--- src/rtl/param_bram_ctrl_pkg.sv ---
`default_nettype none
// ============================================================================
//  Module      : param_bram_ctrl_pkg
//  Description : Shared state and mode encodings for the BRAM controller.
//  Revision    : 1.0 - initial release
// ============================================================================
package param_bram_ctrl_pkg;

    typedef enum logic [1:0] {
        S_IDLE  = 2'd0,
        S_WRITE = 2'd1,
        S_READ  = 2'd2,
        S_DONE  = 2'd3
    } state_t;

    localparam logic [1:0] MODE_WRITE   = 2'd0;
    localparam logic [1:0] MODE_READ    = 2'd1;
    localparam logic [1:0] MODE_WR_RD   = 2'd2;
    localparam logic [1:0] MODE_RESERVED = 2'd3;

endpackage
`default_nettype wire

--- src/rtl/param_bram_ctrl_rd_skid.sv ---
`default_nettype none
// ============================================================================
//  Module      : bram_rd_skid
//  Description : Two-entry FIFO holding BRAM read data for a valid/ready sink.
//  Revision    : 1.0 - initial release
// ============================================================================
module bram_rd_skid #(
    parameter int DWIDTH = 16
) (
    input  logic              clk,
    input  logic              reset,
    input  logic              i_valid,
    input  logic [DWIDTH-1:0] i_data,
    output logic              o_valid,
    input  logic              i_ready,
    output logic [DWIDTH-1:0] o_data,
    output logic [1:0]        o_count
);

    logic [DWIDTH-1:0] r_mem [2];
    logic              r_wr_ptr;
    logic              r_rd_ptr;
    logic [1:0]        r_count;
    logic              w_pop;

    assign w_pop   = o_valid && i_ready;
    assign o_valid = (r_count != 2'd0);
    assign o_data  = r_mem[r_rd_ptr];
    assign o_count = r_count;

    // The issuer guarantees a free slot for every push, so no full check here.
    always_ff @(posedge clk) begin
        if (reset) begin
            r_mem[0] <= '0;
            r_mem[1] <= '0;
            r_wr_ptr <= 1'b0;
            r_rd_ptr <= 1'b0;
            r_count  <= 2'd0;
        end else begin
            if (i_valid) begin
                r_mem[r_wr_ptr] <= i_data;
                r_wr_ptr        <= ~r_wr_ptr;
            end
            if (w_pop) begin
                r_rd_ptr <= ~r_rd_ptr;
            end
            r_count <= r_count + 2'(i_valid) - 2'(w_pop);
        end
    end

endmodule
`default_nettype wire

--- src/rtl/param_bram_ctrl.sv ---
`default_nettype none
// ============================================================================
//  Module      : param_bram_ctrl
//  Description : Sequenced BRAM write/read engine with streamed read-back.
//                Optional o_checksum port enabled by macro CHECKSUM_EN.
//  Revision    : 1.0 - initial release
// ============================================================================
module param_bram_ctrl
    import param_bram_ctrl_pkg::*;
#(
    parameter int DWIDTH   = 16,
    parameter int AWIDTH   = 7,
    parameter int MEM_SIZE = 128
) (
    input  logic              clk,
    input  logic              reset,
    input  logic              i_run,
    input  logic [1:0]        i_mode,
    input  logic [AWIDTH-1:0] i_start_addr,
    input  logic [AWIDTH:0]   i_num_cnt,
    input  logic [DWIDTH-1:0] i_wdata_seed,
    output logic              o_idle,
    output logic              o_write,
    output logic              o_read,
    output logic              o_done,
    output logic [AWIDTH-1:0] addr0,
    output logic              ce0,
    output logic              we0,
    output logic [DWIDTH-1:0] d0,
    input  logic [DWIDTH-1:0] q0,
    output logic              o_valid,
    input  logic              i_ready,
    output logic [DWIDTH-1:0] o_mem_data
`ifdef CHECKSUM_EN
    ,output logic [DWIDTH-1:0] o_checksum
`endif
);

    localparam logic [AWIDTH:0]   c_MEM_SIZE = (AWIDTH+1)'(MEM_SIZE);
    localparam logic [AWIDTH-1:0] c_LAST     = AWIDTH'(MEM_SIZE - 1);
    localparam logic [AWIDTH:0]   c_ONE      = (AWIDTH+1)'(1);

    state_t            r_state, w_next;
    logic [1:0]        r_mode;
    logic [AWIDTH-1:0] r_start, r_addr, w_addr_next;
    logic [AWIDTH:0]   r_num, r_idx, r_beats;
    logic [DWIDTH-1:0] r_wdata;
    logic              r_rd_pend;
    logic              w_bad_cnt, w_last_wr, w_beat, w_rd_issue;
    logic [1:0]        w_skid_count;
    logic [2:0]        w_occ;

    assign w_bad_cnt   = (i_num_cnt == '0) || (i_num_cnt > c_MEM_SIZE);
    assign w_last_wr   = (r_idx == r_num - c_ONE);
    assign w_addr_next = (r_addr == c_LAST) ? '0 : r_addr + AWIDTH'(1);
    assign w_beat      = o_valid && i_ready;
    // Occupancy counts a beat leaving this cycle so back-to-back reads keep up.
    assign w_occ       = 3'(w_skid_count) + 3'(r_rd_pend) - 3'(w_beat);
    assign w_rd_issue  = (r_state == S_READ) && (r_idx < r_num) && (w_occ < 3'd2);

    assign o_idle  = (r_state == S_IDLE);
    assign o_write = (r_state == S_WRITE);
    assign o_read  = (r_state == S_READ);
    assign o_done  = (r_state == S_DONE);
    assign addr0   = r_addr;
    assign d0      = r_wdata;

    always_comb begin
        w_next = r_state;
        ce0    = 1'b0;
        we0    = 1'b0;
        case (r_state)
            S_IDLE: begin
                if (i_run) begin
                    if (w_bad_cnt)                 w_next = S_DONE;
                    else if (i_mode == MODE_READ)  w_next = S_READ;
                    else                           w_next = S_WRITE;
                end
            end
            S_WRITE: begin
                ce0 = 1'b1;
                we0 = 1'b1;
                if (w_last_wr) w_next = (r_mode == MODE_WRITE) ? S_DONE : S_READ;
            end
            S_READ: begin
                ce0 = w_rd_issue;
                if (w_beat && (r_beats == r_num - c_ONE)) w_next = S_DONE;
            end
            S_DONE:  w_next = S_IDLE;
            default: w_next = S_IDLE;
        endcase
    end

    always_ff @(posedge clk) begin
        if (reset) begin
            r_state   <= S_IDLE;
            r_mode    <= MODE_WRITE;
            r_start   <= '0;
            r_addr    <= '0;
            r_num     <= '0;
            r_idx     <= '0;
            r_beats   <= '0;
            r_wdata   <= '0;
            r_rd_pend <= 1'b0;
        end else begin
            r_state   <= w_next;
            r_rd_pend <= w_rd_issue;
            case (r_state)
                S_IDLE: begin
                    if (i_run) begin
                        r_mode  <= i_mode;
                        r_start <= i_start_addr;
                        r_addr  <= i_start_addr;
                        r_num   <= i_num_cnt;
                        r_wdata <= i_wdata_seed;
                        r_idx   <= '0;
                        r_beats <= '0;
                    end
                end
                S_WRITE: begin
                    r_wdata <= r_wdata + DWIDTH'(1);
                    if (w_last_wr) begin
                        r_idx  <= '0;
                        r_addr <= r_start;
                    end else begin
                        r_idx  <= r_idx + c_ONE;
                        r_addr <= w_addr_next;
                    end
                end
                S_READ: begin
                    if (w_rd_issue) begin
                        r_idx  <= r_idx + c_ONE;
                        r_addr <= w_addr_next;
                    end
                    if (w_beat) r_beats <= r_beats + c_ONE;
                end
                default: ;
            endcase
        end
    end

    bram_rd_skid #(
        .DWIDTH (DWIDTH)
    ) u_rd_skid (
        .clk     (clk),
        .reset   (reset),
        .i_valid (r_rd_pend),
        .i_data  (q0),
        .o_valid (o_valid),
        .i_ready (i_ready),
        .o_data  (o_mem_data),
        .o_count (w_skid_count)
    );

`ifdef CHECKSUM_EN
    logic [DWIDTH-1:0] r_checksum;

    always_ff @(posedge clk) begin
        if (reset) begin
            r_checksum <= '0;
        end else if (o_idle && i_run) begin
            r_checksum <= '0;
        end else if (w_beat) begin
            r_checksum <= r_checksum + o_mem_data;
        end
    end

    assign o_checksum = r_checksum;
`endif

endmodule
`default_nettype wire

--- config.mk ---
export PLATFORM = sky130hd
export DESIGN_NAME = param_bram_ctrl
export DESIGN_NICKNAME = d
export VERILOG_FILES = /design/src/rtl/param_bram_ctrl_pkg.sv /design/src/rtl/param_bram_ctrl_rd_skid.sv /design/src/rtl/param_bram_ctrl.sv
export SDC_FILE = /design/constraint.sdc
export NUM_CORES = 1
export LEC_CHECK = 0
export CORE_MARGIN = 2
export CORE_UTILIZATION = 23
export DETAILED_ROUTE_END_ITERATION = 10
export GPL_TIMING_DRIVEN = 0
export PLACE_DENSITY_LB_ADDON = 0.3
export SYNTH_ARGS = -nofsm -noshare
export SYNTH_HDL_FRONTEND = slang
export SYNTH_SLANG_ARGS = --single-unit
--- constraint.sdc ---
create_clock -name clk -period 6.1 [get_ports clk]
set_input_delay 1.22 -clock clk [delete_from_list [all_inputs] [get_ports clk]]
set_output_delay 1.22 -clock clk [all_outputs]
set_load 0.005 [all_outputs]
==> run summary <==
Achievable Freq: 177 MHz
Final HPWL DP: 11300 µm
WL final: 15400 µm
clock sink count: 96
Cell Rows: 55
Placed Instances: 980
DR pass1 iterations: 5
I/O Buffers: 98
Final period util: 0.928
drt drc: 0
Syn Inst Count: 597
cts bufs inserted: 9
Routed WL per cell: 15.5 µm
RSZ-0062 raised after global routing: false
final setup TNS: 0 ns
number of global-route vias before repair: 4456
Initial Util: 0.236
worst-path fanout max: 4
remaining global-route overflow: 0
Final setup viols: 0
Post-CTS Resized: 0
Leakage: 2.57 nW
max cap viols: 0
Boundary Pins: 99
Net Count, Synth: 670
ys async rst share: 0
DR iter-0 viols: 206
Primary FF master, synth: dfxtp_1
worst-margin pin slew: 0.772 ns
Die ar.: 24500 µm²
largest net degree at the start of global routing: 18
Startpoint Class: input pin
Clock Latency Late Sink: 0.35 ns
Layout area overhead: 30.7%
setup ws final: 0.440 ns
Final Slew Violations: 0
status: finished clean
mean number of vias per cell: 4.68
fill count: 2423
Crit Path Class: in -> out
Min Hold Slack: 0.450 ns
DIE WIDTH: 157 µm
final hold vios: 0
register area: 2240 µm²
clock tree buffer depth: 2
Crit. End Element: output pin
Slew Limit Headroom: 0.482
post-synthesis sequential area ratio: 0.419
Layout Skew: 0.0101 ns
maximum VDD drop: 0.000164 V
Tot GR Track Use: 0.129
Synth Register Bits: 96
P per Cell Area: 368 nW/µm²
post-layout min period: 5.66 ns
EDFF count, synth: 32
layout net count: 779
Syn Std Cell Area: 5350 µm²
first-pass GRT wire length: 24500 µm
worst path required time: 4.88 ns
fraction of layout cells with a size suffix above 1: 0.0788
routability cong.: 0.811
Mapped Avg Cell Area: 8.96 µm²
Core ar.: 22700 µm²
CTS tree: built
Distinct cells, synth: 59
Arrival @ worst endpoint: 4.44 ns
clock transition at the registers of the reported paths: 0.07 ns
via count: 4660
post-CTS setup buffers: 0
final std cells w/o fill: 996
die height: 157 µm
cts hold-fix bufs: 0
Max H-tree Level: 3
Routed Antenna Nets: 0
initial antenna violation count: 0
Setup WS pre-CTS: 0.416 ns
footprint of the multi-input gates: 2850 µm²
min-delay worst type: reg -> reg
diodes inserted: 0
Ys Warns: 0
clk root buf: clkbuf_16
-- layout make-up --
class / count / share of cell area
tap: 285 / 0.0510
multi-input combinational: 438 / 0.408
sequential: 96 / 0.321
timing repair buffer: 98 / 0.140
inverter: 24 / 0.0129
clock buffer: 9 / 0.0322
buffer: 39 / 0.0238
clock inverter: 7 / 0.0115
-- flip-flops by register name (all words and copies together) (netlist names), named ones only --
signal	cells
r_mode	2
u_rd_skid.o_count	2
u_rd_skid.r_wr_ptr	1
r_idx	8
r_start	7
r_num	8
r_state	2
d0	16
addr0	7
r_rd_pend	1
u_rd_skid.r_mem	32
u_rd_skid.r_rd_ptr	1
r_beats	8
-- cells in the final DEF (no fill, tap or decap), types with 11 or more instances in the layout --
cell type / n
inv_1: 23
xor2_1: 15
and3_1: 11
a21oi_1: 52
o21ai_0: 21
mux2_2: 19
xnor2_1: 17
nand2_1: 53
and2_1: 35
dfxtp_1: 64
nand3_1: 20
clkdlybuf4s50_1: 98
clkbuf_1: 30
nor2_1: 47
nor3_1: 12
ha_1: 19
edfxtp_1: 32
-- routing by layer --
layer	share of wire	track usage	routed length (µm)	vias up
met5	0	0	0	-
met4	0.0068	0.0288	105	0
met3	0.064	0.0404	990	10
met2	0.46	0.205	7070	117
li1	-	-	-	2339
met1	0.47	0.171	7240	2194
-- final timing paths --
| kind | cells past startpoint | end | start | slack (ns) |
|---|---|---|---|---|
| worst max register to register | 13 | r_idx[3] | u_rd_skid.o_count[1] | 2.11 |
| worst max-delay path | 14 | ce0 | i_ready | 0.44 |
| worst min register to register | 2 | r_mode[1] | r_mode[1] | 0.45 |
| worst min-delay path | 2 | r_mode[1] | r_mode[1] | 0.45 |
-- cell usage after synthesis, drive strengths merged (4+ instances only) --
cell | number | area share
or3 | 6 | 0.0070
nor3 | 12 | 0.011
ha | 19 | 0.044
nor2b | 7 | 0.0082
a22oi | 5 | 0.0070
nand3 | 20 | 0.019
and2 | 35 | 0.041
and3 | 11 | 0.013
a21oi | 53 | 0.050
mux2 | 21 | 0.046
inv | 23 | 0.016
xnor2 | 17 | 0.028
xor2 | 15 | 0.025
nand2 | 53 | 0.037
mux2i | 5 | 0.0094
buf | 9 | 0.010
nor4 | 10 | 0.013
nor4b | 5 | 0.0082
a21o | 7 | 0.0098
clkbuf | 30 | 0.021
a31oi | 9 | 0.011
nand2b | 4 | 0.0047
nor2 | 47 | 0.033
o21ai | 23 | 0.022
a211oi | 6 | 0.0084
edfxtp | 32 | 0.18
nand4 | 5 | 0.0058
dfxtp | 64 | 0.24
or2 | 5 | 0.0058
-- power by group --
part	internal [mW]	switching [mW]
Clock	0.322	0.264
Combinational	0.519	0.596
Sequential	0.769	0.103
-- per-stage QoR --
step | power, mW | cell area, µm² | utilization
2_1_floorplan | 1.54 | 5350 | -
3_3_place_gp | 2.00 | 6690 | 0.294
3_5_place_dp | 2.00 | 6690 | 0.294
4_1_cts | 2.60 | 6990 | 0.308
5_1_grt | 2.77 | 6990 | 0.308
6_report | 2.57 | 6990 | 0.308
-- logic make-up after synthesis --
group | synth area share
compound gates | 0.155
simple gates | 0.222
buf+inv | 0.0480
mux | 0.0550
flops | 0.419
fa+ha+maj | 0.0482
xor+xnor | 0.0524
-- worst max-delay path, stage by stage --
cell,delay [ns]
clkdlybuf4s50_1,0.40
o21ai_0,0.29
inv_1,0.10
ha_1,0.31
inv_1,0.06
ha_1,0.13
inv_1,0.05
fa_1,0.50
nand2_1,0.05
a2111o_1,0.40
nor2_1,0.13
nor2_1,0.05
nor2_1,0.15
clkdlybuf4s50_1,0.58
(Power assumes the default switching activity.)
